`config.mk`:
```
export PLATFORM = sky130hd
export DESIGN_NAME = mfp_ahb_hb_ctrl_flat
export DESIGN_NICKNAME = d
export VERILOG_FILES = /design/src/rtl/mfp_ahb_hb_ctrl_pkg.sv /design/src/rtl/mfp_ahb_hb_ctrl_if.sv /design/src/rtl/mfp_ahb_hb_ctrl_sync_fifo.sv /design/src/rtl/mfp_ahb_hb_ctrl.sv /design/src/flat_wrapper.sv
export SDC_FILE = /design/constraint.sdc
export NUM_CORES = 1
export LEC_CHECK = 0
export ABC_CLOCK_PERIOD_IN_PS = 3900
export BUFFER_PORTS_ARGS = -buffer_cell sky130_fd_sc_hd__buf_2
export CAP_MARGIN = 20
export CORE_UTILIZATION = 34
export DETAILED_ROUTE_END_ITERATION = 6
export GPL_TIMING_DRIVEN = 0
export SYNTH_ARGS = -nofsm -noshare
export SYNTH_HDL_FRONTEND = slang
export SYNTH_SLANG_ARGS = --single-unit
```
`constraint.sdc`:
```
create_clock -name HCLK -period 3.9 [get_ports HCLK]
set_clock_uncertainty 0.05 [all_clocks]
set_input_delay 0.39 -clock HCLK [delete_from_list [all_inputs] [get_ports HCLK]]
set_output_delay 0.39 -clock HCLK [all_outputs]
set_load 0.02 [all_outputs]
```
`src/rtl/mfp_ahb_hb_ctrl_pkg.sv`:
```
// Shared constants for the heartbeat controller: register map, CTRL/STATUS bit
// positions, capture FSM encoding and the STATUS word packer.
package mfp_ahb_hb_ctrl_pkg;

  localparam logic [1:0] HB_CTRL   = 2'd0;
  localparam logic [1:0] HB_STATUS = 2'd1;
  localparam logic [1:0] HB_DATA   = 2'd2;
  localparam logic [1:0] HB_LAST   = 2'd3;

  localparam int CTRL_EN    = 0;
  localparam int CTRL_IE    = 1;
  localparam int CTRL_FLUSH = 2;
  localparam int STAT_OVF   = 16;
  localparam int STAT_TMO   = 17;

  typedef enum logic [1:0] {
    HB_IDLE     = 2'd0,
    HB_WAIT_RDY = 2'd1,
    HB_ACK      = 2'd2
  } hb_state_e;

  function automatic logic [31:0] hbStatusWord(input logic [4:0] count,
                                               input logic       empty,
                                               input logic       full,
                                               input logic       ovf,
                                               input logic       tmo,
                                               input logic [7:0] tmoCnt);
    hbStatusWord = {tmoCnt, 6'd0, tmo, ovf, 6'd0, full, empty, 3'd0, count};
  endfunction

endpackage

```
`src/rtl/mfp_ahb_hb_ctrl_if.sv`:
```
// AHB-Lite slave-side signal bundle for the heartbeat controller.
interface mfp_ahb_hb_ctrl_if;
  logic        HSEL;
  logic [31:0] HADDR;
  logic [1:0]  HTRANS;
  logic        HWRITE;
  logic [31:0] HWDATA;
  logic [31:0] HRDATA;

  modport master (output HSEL, HADDR, HTRANS, HWRITE, HWDATA, input HRDATA);
  modport slave  (input HSEL, HADDR, HTRANS, HWRITE, HWDATA, output HRDATA);
endinterface

```
`src/rtl/mfp_ahb_hb_ctrl_sync_fifo.sv`:
```
// Single-clock FIFO with synchronous flush; head word is presented combinationally.
module mfp_ahb_hb_ctrl_sync_fifo #(
  parameter int WIDTH = 32,
  parameter int DEPTH = 8
) (
  input  logic                       clk_i,
  input  logic                       rst_i,
  input  logic                       push_i,
  input  logic                       pop_i,
  input  logic                       flush_i,
  input  logic [WIDTH-1:0]           data_i,
  output logic [WIDTH-1:0]           data_o,
  output logic [$clog2(DEPTH):0]     count_o,
  output logic                       full_o,
  output logic                       empty_o
);
  localparam int PTR_W = $clog2(DEPTH);
  localparam int CNT_W = PTR_W + 1;

  logic [WIDTH-1:0] mem_q [DEPTH];
  logic [PTR_W-1:0] wrPtr_q, rdPtr_q;
  logic [CNT_W-1:0] count_q;
  logic             doPush_d, doPop_d;

  assign empty_o  = (count_q == '0);
  assign full_o   = (count_q == CNT_W'(DEPTH));
  assign doPop_d  = pop_i && !empty_o;
  assign doPush_d = push_i && (!full_o || doPop_d);

  always_ff @(posedge clk_i) begin
    if (doPush_d && !flush_i) mem_q[wrPtr_q] <= data_i;
  end

  // Flush shares the reset path so a push landing in the same cycle is discarded.
  always_ff @(posedge clk_i) begin
    if (rst_i || flush_i) begin
      wrPtr_q <= '0;
      rdPtr_q <= '0;
      count_q <= '0;
    end else begin
      if (doPush_d) wrPtr_q <= wrPtr_q + 1'b1;
      if (doPop_d)  rdPtr_q <= rdPtr_q + 1'b1;
      if (doPush_d && !doPop_d)      count_q <= count_q + 1'b1;
      else if (doPop_d && !doPush_d) count_q <= count_q - 1'b1;
    end
  end

  assign data_o  = mem_q[rdPtr_q];
  assign count_o = count_q;
endmodule

```
`src/rtl/mfp_ahb_hb_ctrl.sv`:
```
// AHB-Lite heartbeat controller: peripheral RDY/ACK capture FSM, sample FIFO,
// beat-window timeout tracking and the CPU-visible register file.
module mfp_ahb_hb_ctrl
  import mfp_ahb_hb_ctrl_pkg::*;
#(
  parameter int FIFO_DEPTH = 8
) (
  input  logic                    HCLK,
  input  logic                    SI_Reset,
  mfp_ahb_hb_ctrl_if.slave        ahb,
  input  logic [31:0]             IO_HEARTBEAT,
  input  logic                    IO_READ_RDY,
  output logic                    IO_READ_ACK,
  output logic                    cpu_cnt_reset,
  input  logic                    time_is_up,
  output logic                    HB_IRQ
);
  localparam int CNT_W = $clog2(FIFO_DEPTH) + 1;

  hb_state_e   state_q;
  logic        dataPhase_q, write_q;
  logic [1:0]  addr_q;
  logic        en_q, ie_q, ovf_q, tmo_q;
  logic [7:0]  tmoCnt_q;
  logic [31:0] last_q;
  logic        ack_q, cntReset_q, irq_q, tiuSeen_q;

  logic [CNT_W-1:0] fifoCount;
  logic             fifoFull, fifoEmpty;
  logic [31:0]      fifoHead;

  logic ctrlWr_d, statusWr_d, dataRd_d, flush_d, enRise_d;
  logic capture_d, push_d, tmoHit_d;
  logic unusedBits;

  assign ctrlWr_d   = dataPhase_q && write_q && (addr_q == HB_CTRL);
  assign statusWr_d = dataPhase_q && write_q && (addr_q == HB_STATUS);
  assign dataRd_d   = dataPhase_q && !write_q && (addr_q == HB_DATA);
  assign flush_d    = ctrlWr_d && ahb.HWDATA[CTRL_FLUSH];
  assign enRise_d   = ctrlWr_d && ahb.HWDATA[CTRL_EN] && !en_q;
  assign capture_d  = (state_q == HB_WAIT_RDY) && en_q && IO_READ_RDY;
  assign push_d     = capture_d && !fifoFull;
  // A held time_is_up level counts once; the edge detector only arms in WAIT_RDY.
  assign tmoHit_d   = (state_q == HB_WAIT_RDY) && time_is_up && !tiuSeen_q;

  assign unusedBits = ^{ahb.HADDR[31:4], ahb.HADDR[1:0], ahb.HTRANS[0], ahb.HWDATA};

  mfp_ahb_hb_ctrl_sync_fifo #(.WIDTH(32), .DEPTH(FIFO_DEPTH)) u_fifo (
    .clk_i   (HCLK),
    .rst_i   (SI_Reset),
    .push_i  (push_d),
    .pop_i   (dataRd_d),
    .flush_i (flush_d),
    .data_i  (IO_HEARTBEAT),
    .data_o  (fifoHead),
    .count_o (fifoCount),
    .full_o  (fifoFull),
    .empty_o (fifoEmpty)
  );

  always_ff @(posedge HCLK) begin
    if (SI_Reset) begin
      dataPhase_q <= 1'b0;
      write_q     <= 1'b0;
      addr_q      <= '0;
    end else begin
      dataPhase_q <= ahb.HSEL && ahb.HTRANS[1];
      write_q     <= ahb.HWRITE;
      addr_q      <= ahb.HADDR[3:2];
    end
  end

  // Hardware set of OVF/TMO wins over a same-cycle W1C so no event is lost.
  always_ff @(posedge HCLK) begin
    if (SI_Reset) begin
      en_q       <= 1'b0;
      ie_q       <= 1'b0;
      ovf_q      <= 1'b0;
      tmo_q      <= 1'b0;
      tmoCnt_q   <= '0;
      last_q     <= '0;
      cntReset_q <= 1'b0;
      irq_q      <= 1'b0;
      tiuSeen_q  <= 1'b0;
    end else begin
      if (ctrlWr_d) begin
        en_q <= ahb.HWDATA[CTRL_EN];
        ie_q <= ahb.HWDATA[CTRL_IE];
      end
      if (capture_d) last_q <= IO_HEARTBEAT;
      if (capture_d && fifoFull) ovf_q <= 1'b1;
      else if (statusWr_d && ahb.HWDATA[STAT_OVF]) ovf_q <= 1'b0;
      if (tmoHit_d) begin
        tmo_q <= 1'b1;
        if (tmoCnt_q != 8'hFF) tmoCnt_q <= tmoCnt_q + 8'd1;
      end else if (statusWr_d && ahb.HWDATA[STAT_TMO]) begin
        tmo_q    <= 1'b0;
        tmoCnt_q <= '0;
      end
      tiuSeen_q  <= time_is_up && (state_q == HB_WAIT_RDY);
      cntReset_q <= capture_d || tmoHit_d || enRise_d;
      irq_q      <= ie_q && (!fifoEmpty || ovf_q || tmo_q);
    end
  end

  always_ff @(posedge HCLK) begin
    if (SI_Reset) begin
      state_q <= HB_IDLE;
      ack_q   <= 1'b0;
    end else begin
      case (state_q)
        HB_IDLE: begin
          if (en_q) state_q <= HB_WAIT_RDY;
        end
        HB_WAIT_RDY: begin
          if (!en_q) begin
            state_q <= HB_IDLE;
          end else if (IO_READ_RDY) begin
            state_q <= HB_ACK;
            ack_q   <= 1'b1;
          end
        end
        HB_ACK: begin
          if (!IO_READ_RDY) begin
            ack_q   <= 1'b0;
            state_q <= en_q ? HB_WAIT_RDY : HB_IDLE;
          end
        end
        default: begin
          state_q <= HB_IDLE;
          ack_q   <= 1'b0;
        end
      endcase
    end
  end

  always_comb begin
    ahb.HRDATA = '0;
    case (addr_q)
      HB_CTRL:   ahb.HRDATA = {30'd0, ie_q, en_q};
      HB_STATUS: ahb.HRDATA = hbStatusWord(5'(fifoCount), fifoEmpty, fifoFull,
                                           ovf_q, tmo_q, tmoCnt_q);
      HB_DATA:   ahb.HRDATA = fifoEmpty ? 32'd0 : fifoHead;
      HB_LAST:   ahb.HRDATA = last_q;
      default:   ahb.HRDATA = '0;
    endcase
  end

  assign IO_READ_ACK   = ack_q;
  assign cpu_cnt_reset = cntReset_q;
  assign HB_IRQ        = irq_q;
endmodule

```
`src/flat_wrapper.sv`:
```
// flat-port wrapper written by rule: the top's interface ports become plain ports
module mfp_ahb_hb_ctrl_flat import mfp_ahb_hb_ctrl_pkg::*;
#(
  parameter int FIFO_DEPTH = 8
)
  (HCLK, SI_Reset, IO_HEARTBEAT, IO_READ_RDY, IO_READ_ACK, cpu_cnt_reset, time_is_up, HB_IRQ, ahb_HSEL, ahb_HADDR, ahb_HTRANS, ahb_HWRITE, ahb_HWDATA, ahb_HRDATA);
  mfp_ahb_hb_ctrl_if ahb_i ();
  input  logic HCLK;
  input  logic SI_Reset;
  input  logic [31:0] IO_HEARTBEAT;
  input  logic IO_READ_RDY;
  output logic IO_READ_ACK;
  output logic cpu_cnt_reset;
  input  logic time_is_up;
  output logic HB_IRQ;
  input wire logic [$bits(ahb_i.HSEL)-1:0] ahb_HSEL;
  input wire logic [$bits(ahb_i.HADDR)-1:0] ahb_HADDR;
  input wire logic [$bits(ahb_i.HTRANS)-1:0] ahb_HTRANS;
  input wire logic [$bits(ahb_i.HWRITE)-1:0] ahb_HWRITE;
  input wire logic [$bits(ahb_i.HWDATA)-1:0] ahb_HWDATA;
  output wire logic [$bits(ahb_i.HRDATA)-1:0] ahb_HRDATA;
  assign ahb_i.HSEL = ahb_HSEL;
  assign ahb_i.HADDR = ahb_HADDR;
  assign ahb_i.HTRANS = ahb_HTRANS;
  assign ahb_i.HWRITE = ahb_HWRITE;
  assign ahb_i.HWDATA = ahb_HWDATA;
  assign ahb_HRDATA = ahb_i.HRDATA;
  mfp_ahb_hb_ctrl #(.FIFO_DEPTH(FIFO_DEPTH)) u_core (.HCLK(HCLK), .SI_Reset(SI_Reset), .ahb(ahb_i), .IO_HEARTBEAT(IO_HEARTBEAT), .IO_READ_RDY(IO_READ_RDY), .IO_READ_ACK(IO_READ_ACK), .cpu_cnt_reset(cpu_cnt_reset), .time_is_up(time_is_up), .HB_IRQ(HB_IRQ));
endmodule
```
# Word-level counts from Yosys, hierarchy flattened
# Memory sizes are Yosys's and may differ from the RTL's. A register that Yosys moved wholly into a read port is not among the register bits.
# Cells that the tools add are included.
# word_totals
n_memories	1
ramBits	256
wordCells	108
ff_bits	64
out_inout_bits	35
in_bits	104
# memory_table
name	depth	word_bits	rd	rd_clocked_by_memory_dff	wr	line	source
u_core.u_fifo.mem_q	8	32	1	1	1	mfp_ahb_hb_ctrl_sync_fifo.sv:20	logic [WIDTH-1:0] mem_q [DEPTH];
# classes
muxes	25
n_eq_ne	13
n_addsub	5
bitwise	1
n_reduce_logical	46
# ops
cell	n
case mux 32 bit (4 select lines)	1
2-to-1 mux 32 bit	1
2-to-1 mux 8 bit	3
logical AND 1 bit	23
2-to-1 mux 1 bit	10
adder 8 x 1 -> 8 bit (second input constant)	1
logical NOT 1 bit	8
2-to-1 mux 2 bit	4
2-to-1 mux 4 bit	2
!= test 8 bit (second input constant)	1
adder 3 x 1 -> 3 bit (second input constant)	2
== test 2 bit (second input constant)	3
logical OR 1 bit	6
2-to-1 mux 3 bit	2
!= test 2 bit (second input constant)	3
case mux 2 bit (3 select lines)	1
nonzero test 2 bit	3
adder 4 x 1 -> 4 bit (second input constant)	1
== test 2 x 1 -> 1 bit (second input constant)	2
== test 4 bit (second input constant)	1
logical NOT 2 bit	2
logical NOT 4 bit	1
!= test 2 x 1 -> 1 bit (second input constant)	2
AND reduction 4 bit	1
other kinds (6)	6

# Logic depth before layout (Yosys ltp)
# logic_depth
depth_word	10
depth_mapped	11
ltp_nobuf	10

# Hierarchy
# A second synthesis with hierarchy kept.
# unflattened
hier_cells	775
area_unflattened_um2	12956.2
# by_module_without_submodules
mod	cells_per_inst	instances	area_per_inst_um2	seq_area_each_um2
mfp_ahb_hb_ctrl_sync_fifo	447	1	10294.9	7947.6
mfp_ahb_hb_ctrl	328	1	2661.3	1081.0

# Least setup slack after synthesis
# No wires, ideal clock.
# synth_path
path_type	flip-flop to flip-flop
start	reg u_core.state_q[0]
end	mem u_core.u_fifo.mem_q[1][0] (enable)
setup_ns	0.468
stages_incl_launch_ff	7
path_buffers	2
setup_slack_ns	-0.171
arrival_time_ns	3.553
required_ns	3.382
period_less_slack_ns	4.071
path_cell_list	dfxtp_1 -> and4b_1 -> buf_2 -> and2_1 -> buf_2 -> nand3b_1 -> nor3b_1
# synth_between
elab_chain_len	8
# synth_lines
item	line	source
start: declaration	mfp_ahb_hb_ctrl.sv:20	hb_state_e state_q;
start signal: assignment	mfp_ahb_hb_ctrl.sv:126	state_q <= en_q ? HB_WAIT_RDY : HB_IDLE;
== test 2 x 1 -> 1 bit	mfp_ahb_hb_ctrl.sv:41	assign capture_d = (state_q == HB_WAIT_RDY) && en_q && IO_READ_RDY;
logical AND 1 bit (2 in series)	mfp_ahb_hb_ctrl.sv:41	
logical AND 1 bit	mfp_ahb_hb_ctrl.sv:42	assign push_d = capture_d && !fifoFull;
logical AND 1 bit	mfp_ahb_hb_ctrl_sync_fifo.sv:28	assign doPush_d = push_i && (!full_o || doPop_d);
net u_core.u_fifo.doPush_d	mfp_ahb_hb_ctrl_sync_fifo.sv:23	logic doPush_d, doPop_d;
logical AND 1 bit	mfp_ahb_hb_ctrl_sync_fifo.sv:31	if (doPush_d && !flush_i) mem_q[wrPtr_q] <= data_i;
2-to-1 mux 1 bit	mfp_ahb_hb_ctrl_sync_fifo.sv:31	
2-to-1 mux 1 bit (implied by the code)	mfp_ahb_hb_ctrl_sync_fifo.sv:31	
end: declaration	mfp_ahb_hb_ctrl_sync_fifo.sv:20	
# The timed path passes the listed nets, and every way through them passes these cells.

# Final worst setup path
# layout_path
start	reg u_core.addr_q[0]
end	out ahb_HRDATA[23]
# layout_between
elab_chain_len	2
elab_cells_between_ends	5
cone_classes	eq/ne (3); mux (1); reduce/logical (1)
# layout_lines
item	line	source
start: declaration	mfp_ahb_hb_ctrl.sv:22	logic [1:0] addr_q;
start signal: assignment	mfp_ahb_hb_ctrl.sv:69	addr_q <= ahb.HADDR[3:2];
== test 2 bit (tied with other cells)	mfp_ahb_hb_ctrl.sv:139	case (addr_q)
case mux 32 bit (4 select lines) (*)	mfp_ahb_hb_ctrl.sv:139	
end: declaration	flat_wrapper.sv:21	output wire logic [$bits(ahb_i.HRDATA)-1:0] ahb_HRDATA;
# Every way passes the cells marked *; elsewhere a longest branch is shown, timed or not.

==> run_summary.xml <==
<?xml version="1.0" encoding="UTF-8"?>
<metrics>
  <group name="yosys">
    <metric name="syn-cell-area" unit="sq mm">0.0128</metric>
    <metric name="ys_seq_area_share" unit="%">70.8</metric>
    <metric name="post-synth-top-area-cell" unit="">sky130_fd_sc_hd__edfxtp_1</metric>
    <metric name="syn-instance-count" unit="">781</metric>
    <metric name="async_flop_share" unit="%">0</metric>
    <metric name="warning_count_from_the_yosys_run" unit="">0</metric>
    <metric name="synth_ff_type" unit="">sky130_fd_sc_hd__edfxtp_1</metric>
    <metric name="ys_seq_elements" unit="">323</metric>
    <metric name="synth.distinct_cells" unit="">50</metric>
    <metric name="synth_area_per_cell" unit="sq um">16.3</metric>
    <metric name="synth-edff-count" unit="">256</metric>
    <metric name="synth_top_area_share" unit="%">60.3</metric>
    <metric name="syn-num-nets" unit="">892</metric>
    <metric name="synthTopCellsByArea" unit="">sky130_fd_sc_hd__edfxtp_1, sky130_fd_sc_hd__mux4_2, sky130_fd_sc_hd__dfxtp_1</metric>
  </group>
  <group name="cells_and_area">
    <metric name="non_filler_instances" unit="">1417</metric>
    <metric name="finalCoreUtilization" unit="%">41.4</metric>
    <metric name="drive_gt1_share" unit="%">27.3</metric>
    <metric name="fillCellCount" unit="">3356</metric>
    <metric name="finish.net_count" unit="">1034</metric>
    <metric name="areaGrowthSynthToFinish" unit="%">19.3</metric>
    <metric name="highest_count_cells_in_the_layout_ignoring_fill_and_taps" unit="">sky130_fd_sc_hd__edfxtp_1, sky130_fd_sc_hd__nand2_1, sky130_fd_sc_hd__buf_2, sky130_fd_sc_hd__dfxtp_1, sky130_fd_sc_hd__mux4_2</metric>
    <metric name="post-route-cell-area" unit="sq mm">0.0152</metric>
    <metric name="most_common_cell_after_layout_fill_and_taps_aside" unit="">sky130_fd_sc_hd__edfxtp_1</metric>
    <metric name="antenna_cells_inserted" unit="">0</metric>
  </group>
  <group name="worst_setup_path">
    <metric name="timing.critical_path.slowest_cell_delay" unit="ps">600</metric>
    <metric name="timing.setup.critical_path_class" unit="">flip-flop to primary output</metric>
    <metric name="crit_path_cell_trace" unit="">buf_2 -&gt; and2_1 -&gt; clkbuf_1 -&gt; clkbuf_1 -&gt; nand2_1 -&gt; o21ai_0 -&gt; buf_2</metric>
    <metric name="critical_path_required" unit="ps">3460</metric>
    <metric name="worst-path-max-fanout" unit="">10</metric>
    <metric name="crit_arrival" unit="ps">3000</metric>
    <metric name="critical-path-slowest-cell" unit="">sky130_fd_sc_hd__clkbuf_1</metric>
    <metric name="critical_path_buf_inv_count" unit="">4</metric>
    <metric name="worst_setup_start_kind" unit="">flip-flop</metric>
    <metric name="cp_top_family" unit="">buffers and inverters</metric>
    <metric name="critical_path.endpoint_type" unit="">primary output</metric>
  </group>
  <group name="drt">
    <metric name="first_iter_violations" unit="">534</metric>
    <metric name="wire_per_inst" unit="um">22.2</metric>
    <metric name="detailroute.via_count" unit="">7348</metric>
    <metric name="detail_route.vias_per_cell" unit="">5.19</metric>
    <metric name="post-route-drc-count" unit="">0</metric>
    <metric name="first_pass_iters" unit="">5</metric>
    <metric name="drtAntennaViolNets" unit="">0</metric>
    <metric name="routed_wl" unit="mm">31.5</metric>
  </group>
  <group name="floorplan">
    <metric name="die_area" unit="sq mm">0.0383</metric>
    <metric name="fp.dieH" unit="um">196</metric>
    <metric name="io_pins" unit="">139</metric>
    <metric name="die_w" unit="um">196</metric>
    <metric name="floorplan.core_area" unit="sq mm">0.0368</metric>
    <metric name="row_count" unit="">70</metric>
    <metric name="start_util" unit="%">34.7</metric>
  </group>
  <group name="power_and_ir_drop">
    <metric name="pwr_density_cell" unit="mW/mm^2">460</metric>
    <metric name="worst_ir_drop_vdd" unit="mV">0.223</metric>
    <metric name="power.leakage" unit="nW">4.92</metric>
    <metric name="post_layout_total_power" unit="mW">7.00</metric>
  </group>
  <group name="placed_design">
    <metric name="placed_cells" unit="">1353</metric>
    <metric name="place_hpwl" unit="mm">21.3</metric>
    <metric name="placed_cell_area" unit="sq mm">0.0141</metric>
    <metric name="gp_congestion" unit="">0.836</metric>
    <metric name="portBuffers" unit="">79</metric>
  </group>
  <group name="sta">
    <metric name="report.final.hold_viol_count" unit="">0</metric>
    <metric name="maxSlewViolCount" unit="">0</metric>
    <metric name="worstMarginPinSlew" unit="ps">987</metric>
    <metric name="final.setup.tns" unit="ps">0</metric>
    <metric name="grt_setup_unrepaired" unit="">no</metric>
    <metric name="max_freq" unit="MHz">290</metric>
    <metric name="setup_viol_count_final" unit="">0</metric>
    <metric name="layout_min_cycle_time" unit="ps">3440</metric>
    <metric name="layout_worst_path_cycle_share" unit="%">88.3</metric>
    <metric name="relSlewSlack" unit="%">34.2</metric>
  </group>
  <group name="clock_network">
    <metric name="post_cts.resized_instances" unit="">0</metric>
    <metric name="tritoncts" unit="">done</metric>
    <metric name="cts_sinks" unit="">323</metric>
    <metric name="cts_root_buffer" unit="">sky130_fd_sc_hd__clkbuf_16</metric>
    <metric name="clkTransAtPathRegs" unit="ps">60</metric>
    <metric name="cts.htree.levels" unit="">2</metric>
    <metric name="tritoncts.num_buffers" unit="">36</metric>
    <metric name="cts_hold_buffers" unit="">0</metric>
    <metric name="cts_setup_buffers" unit="">0</metric>
    <metric name="clk_latency" unit="ps">500</metric>
    <metric name="cts-root-to-sink-buffers" unit="">3</metric>
  </group>
  <group name="outcome">
    <metric name="outcome" unit="">completed</metric>
  </group>
  <group name="worst_hold_path">
    <metric name="min-delay-path-class" unit="">input port to flip-flop</metric>
  </group>
  <group name="global_route">
    <metric name="vias_in_the_first_global_route" unit="">7369</metric>
    <metric name="grt.overflow.total" unit="">0</metric>
    <metric name="grt_max_degree" unit="">18</metric>
    <metric name="antenna_found_initial" unit="">2</metric>
    <metric name="wire_length_of_the_first_global_routing_pass" unit="mm">46.7</metric>
    <metric name="gr-usage-all-layers" unit="%">16.6</metric>
  </group>
  <group name="job">
    <metric name="maxCapViolations" unit="">0</metric>
  </group>
</metrics>
-- sequential cells by signal (all words and copies together), names as in the netlist, 2 cells and up, named ones only --
name	cells
u_core.u_fifo.rdPtr_q	3
u_core.u_fifo.mem_q	256
u_core.u_fifo.count_o	4
u_core.addr_q	2
u_core.last_q	32
u_core.tmoCnt_q	8
u_core.u_fifo.wrPtr_q	3
u_core.state_q	2
-- report_power, final --
group | leakage, nW | switching, mW | total [mW] | internal [mW]
Sequential | 2.84 | 0.00353 | 3.72 | 3.71
Combinational | 1.54 | 0.0773 | 0.103 | 0.0254
Clock | 0.540 | 1.31 | 3.18 | 1.87
-- per-stage QoR --
| stage | hold WS (ps) | setup WS (ps) |
|---|---|---|
| final | 56.3 | 456 |
| after global routing | 44.3 | 329 |
| after CTS | 41.8 | 416 |
| after detailed placement | 396 | 743 |
| after global placement | 389 | -3320 |
| after floorplan | 383 | -171 |
-- Yosys cell counts (5+ instances only) --
master	n
sky130_fd_sc_hd__edfxtp_1	256
sky130_fd_sc_hd__nand2_1	111
sky130_fd_sc_hd__dfxtp_1	67
sky130_fd_sc_hd__mux4_2	64
sky130_fd_sc_hd__a21oi_1	47
sky130_fd_sc_hd__mux2i_1	39
sky130_fd_sc_hd__o21ai_0	34
sky130_fd_sc_hd__nor2_1	22
sky130_fd_sc_hd__clkbuf_1	21
sky130_fd_sc_hd__buf_2	12
sky130_fd_sc_hd__mux2_2	10
sky130_fd_sc_hd__nand3_1	9
sky130_fd_sc_hd__inv_1	7
sky130_fd_sc_hd__ha_1	6
sky130_fd_sc_hd__buf_1	5
sky130_fd_sc_hd__nor2b_1	5
sky130_fd_sc_hd__nor3b_1	5
sky130_fd_sc_hd__xnor2_1	5
-- worst register-to-register path, delay by kind of cell (launching register included) --
family | cells | cell delay [ps]
simple gates | 4 | 1460
buf+inv | 4 | 860
flops | 1 | 450
-- cells by family after synthesis --
| logic type | count (synthesis) | synth area share (%) |
|---|---|---|
| multiplexers | 113 | 15.2 |
| AND/OR/NAND/NOR | 182 | 6.62 |
| buffers and inverters | 49 | 1.66 |
| XOR/XNOR | 7 | 0.481 |
| adder cells (fa/ha/maj) | 8 | 0.824 |
| flip-flops | 323 | 70.8 |
| AO/OA/AOI/OAI | 99 | 4.38 |
-- final cells by class --
class / count / area (sq um) / share of cell area (%)
Sequential cell: 323 / 9030 / 59.3
Multi-Input combinational cell: 409 / 3560 / 23.4
Clock buffer: 51 / 1010 / 6.63
Timing Repair Buffer: 104 / 732 / 4.81
Tap cell: 468 / 586 / 3.85
Buffer: 42 / 185 / 1.22
Clock inverter: 13 / 96.3 / 0.633
Inverter: 7 / 26.3 / 0.173
-- per-layer routing --
metal  share of wire [%]  global-route usage [%]  routed length, um
met5               0.070                       0                 22
met4                 1.9                    4.51                600
met3                 6.7                    3.83               2110
met2                  47                    26.1              14700
met1                  45                    23.1              14100
-- worst paths after layout --
path | cells after the start | from | endpoint | slack, ps
worst min-delay path | 2 | ahb_HADDR[3] | u_core.addr_q[1] | 60
worst max register to register | 8 | u_core.en_q | u_core.u_fifo.mem_q[1][21] | 790
worst max-delay path | 7 | u_core.addr_q[0] | ahb_HRDATA[23] | 460
worst min register to register | 2 | u_core.last_q[24] | u_core.last_q[24] | 400
Power figures use the tool's default switching activity.
